File: config.mk
export PLATFORM = sky130hd
export DESIGN_NAME = piezo_tone_gen_flat
export DESIGN_NICKNAME = d
export VERILOG_FILES = /design/src/rtl/piezo_tone_gen_if.sv /design/src/rtl/piezo_tone_gen.sv /design/src/flat_wrapper.sv
export SDC_FILE = /design/constraint.sdc
export NUM_CORES = 1
export LEC_CHECK = 0
export ABC_AREA = 1
export ABC_CLOCK_PERIOD_IN_PS = 4600
export BUFFER_PORTS_ARGS = -buffer_cell sky130_fd_sc_hd__buf_4
export CORE_AREA = 4 4 135 188
export DETAILED_ROUTE_END_ITERATION = 16
export DIE_AREA = 0 0 139 192
export SLEW_MARGIN = 15
export SYNTH_ARGS = -nofsm -noshare
export SYNTH_HDL_FRONTEND = slang
export SYNTH_SLANG_ARGS = --single-unit
File: constraint.sdc
create_clock -name clk -period 4.6 [get_ports clk]
set_clock_uncertainty 0.15 [all_clocks]
set_input_delay 1.15 -clock clk [delete_from_list [all_inputs] [get_ports clk]]
set_output_delay 1.15 -clock clk [all_outputs]
set_load 0.05 [all_outputs]
File: src/rtl/piezo_tone_gen_if.sv
// Note-request handshake between the tune sequencer (master) and the piezo tone generator (slave).
interface piezo_tone_gen_if #(
    parameter int unsigned DUR_W = 24
);
    logic             note_vld;
    logic [15:0]      note_half_per;
    logic [DUR_W-1:0] note_dur;
    logic             note_rdy;

    modport master (
        output note_vld,
        output note_half_per,
        output note_dur,
        input  note_rdy
    );

    modport slave (
        input  note_vld,
        input  note_half_per,
        input  note_dur,
        output note_rdy
    );
endinterface

File: src/rtl/piezo_tone_gen.sv
// piezo_tone_gen: turns (half-period, duration) note requests into a 50%-duty differential square wave.
// Define TONE_GAP_EN to insert GAP_CYCLES of silence after every completed note.
module piezo_tone_gen #(
    parameter logic        FAST_SIM   = 1'b1,
    parameter int unsigned DUR_W      = 24,
    parameter int unsigned GAP_CYCLES = 4096
) (
    input  logic            clk,
    input  logic            rst_n,
    piezo_tone_gen_if.slave note_if,
    input  logic            stop,
    output logic            busy,
    output logic            note_done,
    output logic            piezo,
    output logic            piezo_n
);
    localparam logic [1:0] IDLE = 2'd0;
    localparam logic [1:0] PLAY = 2'd1;
    localparam logic [1:0] GAP  = 2'd2;

`ifdef TONE_GAP_EN
    localparam bit GAP_EN = 1'b1;
`else
    localparam bit GAP_EN = 1'b0;
`endif

    localparam logic [DUR_W:0]   INC      = FAST_SIM ? (DUR_W+1)'(16) : (DUR_W+1)'(1);
    localparam int unsigned      GAP_LEN  = (GAP_CYCLES > 0) ? GAP_CYCLES : 1;
    localparam int unsigned      GAP_W    = (GAP_LEN > 1) ? $clog2(GAP_LEN) : 1;
    localparam logic [GAP_W-1:0] GAP_LAST = GAP_W'(GAP_LEN - 1);

    logic [1:0]       state,    state_d;
    logic [15:0]      act_hp,   act_hp_d;
    logic [DUR_W-1:0] act_dur,  act_dur_d;
    logic             pend_vld, pend_vld_d;
    logic [15:0]      pend_hp,  pend_hp_d;
    logic [DUR_W-1:0] pend_dur, pend_dur_d;
    logic [15:0]      hp_cnt,   hp_cnt_d;
    logic [DUR_W-1:0] dur_cnt,  dur_cnt_d;
    logic [GAP_W-1:0] gap_cnt,  gap_cnt_d;
    logic             piezo_d;
    logic             done_d;

    logic             rdy;
    logic             accept;
    logic [DUR_W:0]   dur_sum;
    logic             note_end;
    logic             tone_wrap;
    logic             load_pend;
    logic             load_in;

    assign rdy              = ~pend_vld & ~stop;
    assign note_if.note_rdy = rdy;
    assign accept           = note_if.note_vld & rdy;

    // One extra bit so a duration near the top of the range cannot wrap past the end test.
    assign dur_sum   = {1'b0, dur_cnt} + INC;
    assign note_end  = (state == PLAY) && (dur_sum >= {1'b0, act_dur});
    assign tone_wrap = (act_hp != '0) && (hp_cnt == act_hp - 16'd1);

    always_comb begin
        state_d    = state;
        act_hp_d   = act_hp;
        act_dur_d  = act_dur;
        pend_vld_d = pend_vld;
        pend_hp_d  = pend_hp;
        pend_dur_d = pend_dur;
        hp_cnt_d   = hp_cnt;
        dur_cnt_d  = dur_cnt;
        gap_cnt_d  = gap_cnt;
        piezo_d    = piezo;
        done_d     = 1'b0;
        load_pend  = 1'b0;
        load_in    = 1'b0;

        if (stop) begin
            state_d    = IDLE;
            pend_vld_d = 1'b0;
            hp_cnt_d   = '0;
            dur_cnt_d  = '0;
            gap_cnt_d  = '0;
            piezo_d    = 1'b0;
        end else begin
            case (state)
                IDLE: begin
                    load_in = accept;
                end

                PLAY: begin
                    if (note_end) begin
                        done_d    = 1'b1;
                        hp_cnt_d  = '0;
                        dur_cnt_d = '0;
                        piezo_d   = 1'b0;
                        if (GAP_EN) begin
                            state_d   = GAP;
                            gap_cnt_d = '0;
                            if (accept) begin
                                pend_vld_d = 1'b1;
                                pend_hp_d  = note_if.note_half_per;
                                pend_dur_d = note_if.note_dur;
                            end
                        end else if (pend_vld) begin
                            load_pend = 1'b1;
                        end else if (accept) begin
                            load_in = 1'b1;
                        end else begin
                            state_d = IDLE;
                        end
                    end else begin
                        dur_cnt_d = dur_sum[DUR_W-1:0];
                        if (act_hp != '0) begin
                            if (tone_wrap) begin
                                hp_cnt_d = '0;
                                piezo_d  = ~piezo;
                            end else begin
                                hp_cnt_d = hp_cnt + 16'd1;
                            end
                        end
                        if (accept) begin
                            pend_vld_d = 1'b1;
                            pend_hp_d  = note_if.note_half_per;
                            pend_dur_d = note_if.note_dur;
                        end
                    end
                end

                GAP: begin
                    if (gap_cnt == GAP_LAST) begin
                        gap_cnt_d = '0;
                        if (pend_vld) begin
                            load_pend = 1'b1;
                        end else if (accept) begin
                            load_in = 1'b1;
                        end else begin
                            state_d = IDLE;
                        end
                    end else begin
                        gap_cnt_d = gap_cnt + GAP_W'(1);
                        if (accept) begin
                            pend_vld_d = 1'b1;
                            pend_hp_d  = note_if.note_half_per;
                            pend_dur_d = note_if.note_dur;
                        end
                    end
                end

                default: begin
                    state_d = IDLE;
                end
            endcase

            // Every note starts from a fresh phase: high on its first cycle, counters cleared.
            if (load_pend) begin
                act_hp_d   = pend_hp;
                act_dur_d  = pend_dur;
                pend_vld_d = 1'b0;
            end else if (load_in) begin
                act_hp_d  = note_if.note_half_per;
                act_dur_d = note_if.note_dur;
            end

            if (load_pend || load_in) begin
                state_d   = PLAY;
                hp_cnt_d  = '0;
                dur_cnt_d = '0;
                piezo_d   = (act_hp_d != '0);
            end
        end
    end

    always_ff @(posedge clk or negedge rst_n) begin
        if (!rst_n) begin
            state     <= IDLE;
            act_hp    <= '0;
            act_dur   <= '0;
            pend_vld  <= 1'b0;
            pend_hp   <= '0;
            pend_dur  <= '0;
            hp_cnt    <= '0;
            dur_cnt   <= '0;
            gap_cnt   <= '0;
            piezo     <= 1'b0;
            note_done <= 1'b0;
        end else begin
            state     <= state_d;
            act_hp    <= act_hp_d;
            act_dur   <= act_dur_d;
            pend_vld  <= pend_vld_d;
            pend_hp   <= pend_hp_d;
            pend_dur  <= pend_dur_d;
            hp_cnt    <= hp_cnt_d;
            dur_cnt   <= dur_cnt_d;
            gap_cnt   <= gap_cnt_d;
            piezo     <= piezo_d;
            note_done <= done_d;
        end
    end

    assign busy    = (state != IDLE);
    assign piezo_n = ~piezo;

endmodule
File: src/flat_wrapper.sv
// flat-port wrapper written by rule: the top's interface ports become plain ports
module piezo_tone_gen_flat 
#(
    parameter logic        FAST_SIM   = 1'b1,
    parameter int unsigned DUR_W      = 24,
    parameter int unsigned GAP_CYCLES = 4096
)
  (clk, rst_n, stop, busy, note_done, piezo, piezo_n, note_if_note_vld, note_if_note_half_per, note_if_note_dur, note_if_note_rdy);
  piezo_tone_gen_if #(.DUR_W(DUR_W)) note_if_i ();
  input  logic clk;
  input  logic rst_n;
  input  logic stop;
  output logic busy;
  output logic note_done;
  output logic piezo;
  output logic piezo_n;
  input wire logic [$bits(note_if_i.note_vld)-1:0] note_if_note_vld;
  input wire logic [$bits(note_if_i.note_half_per)-1:0] note_if_note_half_per;
  input wire logic [$bits(note_if_i.note_dur)-1:0] note_if_note_dur;
  output wire logic [$bits(note_if_i.note_rdy)-1:0] note_if_note_rdy;
  assign note_if_i.note_vld = note_if_note_vld;
  assign note_if_i.note_half_per = note_if_note_half_per;
  assign note_if_i.note_dur = note_if_note_dur;
  assign note_if_note_rdy = note_if_i.note_rdy;
  piezo_tone_gen #(.FAST_SIM(FAST_SIM), .DUR_W(DUR_W), .GAP_CYCLES(GAP_CYCLES)) u_core (.clk(clk), .rst_n(rst_n), .note_if(note_if_i), .stop(stop), .busy(busy), .note_done(note_done), .piezo(piezo), .piezo_n(piezo_n));
endmodule
==> flow_metrics.tcl <==
set metrics [dict create \
    io_pins 49 \
    worst_slew_pin_slew_ns 0.786 \
    fin_crit_sh_pct 92.0 \
    dp_hpwl_um 13100 \
    cts_sinks 120 \
    synthAdderAreaFrac_pct 4.11 \
    antenna_cells 0 \
    multi_input_area_mm2 0.00340 \
    yosys.area_share.simple_pct 24.6 \
    drc 0 \
    drv_cap 0 \
    area_growth_pct 20.7 \
    vias 6076 \
    totalWireLength_um 18000 \
    numCtsBuffers 17 \
    die_h_um 192 \
    yosys.area.top_type "dfrtp_1" \
    power.density_mw_per_mm2 414 \
    slew_headroom_pct 47.6 \
    grt_pass1_wl_um 29800 \
    synth_nets 970 \
    portBuffers 48 \
    max_stage_delay_ns 0.36 \
    finalMaxSlewViolations 0 \
    coreArea_mm2 0.0238 \
    grt_max_degree 64 \
    critPathMaxFanout 6 \
    synthDominantCellAreaShare_pct 42.8 \
    synthTopCellsByArea "dfrtp_1 (43%), nand2_1 (11%), inv_1 (7.1%), o21ai_0 (6.4%), nand3_1 (4.4%)" \
    drive_above_1_share_pct 14.2 \
    synthCells 903 \
    die_w_um 139 \
    synth_compound_area_share_pct 12.8 \
    synth_top_family_by_area "simple AND/OR/NAND/NOR gates" \
    dr.pass1.iters 5 \
    final_nets 1026 \
    rows 67 \
    holdWs_ns 0.334 \
    synth_cell_types 43 \
    grt_usage_pct 13.8 \
    status "complete, no violations" \
    antenna_found_initial 0 \
    synth_top_cells_by_count "nand2_1 (205), inv_1 (133), dfrtp_1 (120)" \
    syn_area_mm2 0.00701 \
    fin_util_pct 35.5 \
    path_class "register to register" \
    yosys_warnings 0 \
    slowest_stage "dfrtp_1" \
    wl_per_cell_um 14.1 \
    setup_viol 0 \
    worst-path-buf-inv 6 \
    postSynthAreaPerCell_um2 7.76 \
    ant_nets 0 \
    hold_viol_final 0 \
    p_leak_nw 4.16 \
    power_w 0.00350 \
    nFillCells 2511 \
    path_clk_slew_ns 0.06 \
    path_common_cell "nand2_1" \
    crit_required_ns 4.76 \
    initial_core_util_pct 29.4 \
    cts-root-buf "clkbuf_16" \
    cp.arrival_ns 4.39 \
    placed_cell_area_mm2 0.00771 \
    insertion_delay_ns 0.42 \
    grt_pass1_vias 6144 \
    cts_hold_buf 0 \
    cts_tree "built" \
    grt_overflow_total 0 \
    synth_xor_xnor_area_share_pct 5.19 \
    synth_edf_count 0 \
    yosys-mux-area-fraction_pct 0.643 \
    end_kind "register" \
    yosysMostFrequentCell "nand2_1" \
    async_flop_share_pct 100 \
    htree_levels 4 \
    vias_per_cell 4.74 \
    place.gp.congestion 0.852 \
    start_kind "register" \
    fmax_ghz 0.236 \
    dr.first_iter.drc_count 285 \
    path_delay_family "simple AND/OR/NAND/NOR gates" \
    ys_ff_latch 120 \
    hp-class "register to register" \
    setup_tns_ns 0 \
    synth_seq_area_share_pct 42.8 \
    dieArea_mm2 0.0267 \
    clockBufferDepth 2 \
    fin_crit_ns 4.23 \
    r2r_setup_slack_ns 0.37 \
    layout.area.seq_mm2 0.00300 \
    synthFlopType "dfrtp_1" \
    vdd_drop_max_mv 0.253 \
    design_area_mm2 0.00846 \
]
[path summary, 6_finish.rpt]
| path | from | endpoint | cells after the start |
|---|---|---|---|
| max in group asynchronous | rst_n | u_core.hp_cnt[6] | 2 |
| min in group asynchronous | rst_n | u_core.pend_dur[1] | 1 |
| setup reg to reg | u_core.dur_cnt[6] | u_core.piezo | 31 |
| hold reg to reg | u_core.pend_hp[12] | u_core.pend_hp[12] | 2 |
| hold / removal | u_core.pend_hp[12] | u_core.pend_hp[12] | 2 |
| setup / recovery | u_core.dur_cnt[6] | u_core.piezo | 31 |
[report_power, final]
group | switching [W] | internal [W]
Clock | 0.000510 | 0.000871
Sequential | 0.000130 | 0.00125
Combinational | 0.000461 | 0.000280
[per-layer routing]
| layer | vias to the layer above | wire, µm | global-route usage (%) |
|---|---|---|---|
| li1 | 3037 | - | - |
| met4 | 0 | 662 | 6.36 |
| met1 | 2858 | 7360 | 15.6 |
| met5 | - | 0 | 0 |
| met3 | 40 | 688 | 3.11 |
| met2 | 141 | 9320 | 24.8 |
[logic make-up (layout without fill, tap and decap cells)]
group,Yosys count,count (layout)
AOI/OAI and AO/OA,159,159
buffers and inverters,169,236
DFF,120,120
muxes,4,4
and+or+nand+nor,388,390
xor gates and xnor gates,40,40
adders and majority gates,23,23
[state kept, by name (all words and copies together) (netlist names)]
signal	count
u_core.dur_cnt	20
u_core.piezo	1
u_core.state	1
u_core.act_dur	24
u_core.pend_dur	24
u_core.pend_hp	16
u_core.pend_vld	1
u_core.hp_cnt	16
u_core.act_hp	16
u_core.note_done	1
[worst min-delay path: stages (launching register included)]
cell and delay (ns):
dfrtp_1 0.34, nand2_1 0.05, o21ai_0 0.06
[through the flow]
| step | std cells | setup slack [ns] |
|---|---|---|
| floorplan | 903 | 0.832 |
| global placement | 1239 | 0.243 |
| detailed placement | 1239 | 0.159 |
| CTS | 1271 | 0.133 |
| global route | 1282 | -0.0854 |
| finish | 1282 | 0.367 |
[layout make-up]
cell class,instances,share of cell area (%)
Clock buffer,19,5.24
Clock inverter,13,1.98
Inverter,137,6.13
Tap cell,310,4.59
Multi-Input combinational cell,616,40.2
Sequential cell,120,35.5
Timing Repair Buffer,67,6.41
[cell usage in the layout (no fill, tap or decap), drive strengths merged]
cell type	count
a21o	1
xnor3	1
nor3	18
inv	138
nand3	68
nor2	72
ha	23
a32o	2
or2	4
clkinvlp	3
o21bai	1
nand4	7
mux2	4
buf	67
nor3b	2
nand2	214
o21ai	100
clkinv	6
bufinv	3
a21oi	19
dfrtp	120
o21a	1
o211ai	24
xnor2	8
and3	1
a31oi	3
o22ai	8
nor4	3
xor2	31
clkbuf	19
nand3b	1
[repair_timing]
item / 4_1_cts / 5_1_grt
endpoints found under the setup margin: 0 / 111
resized for setup: 0 / 11
buffers inserted: 0 / 9
Note: power is estimated with default switching activity, not from simulation.
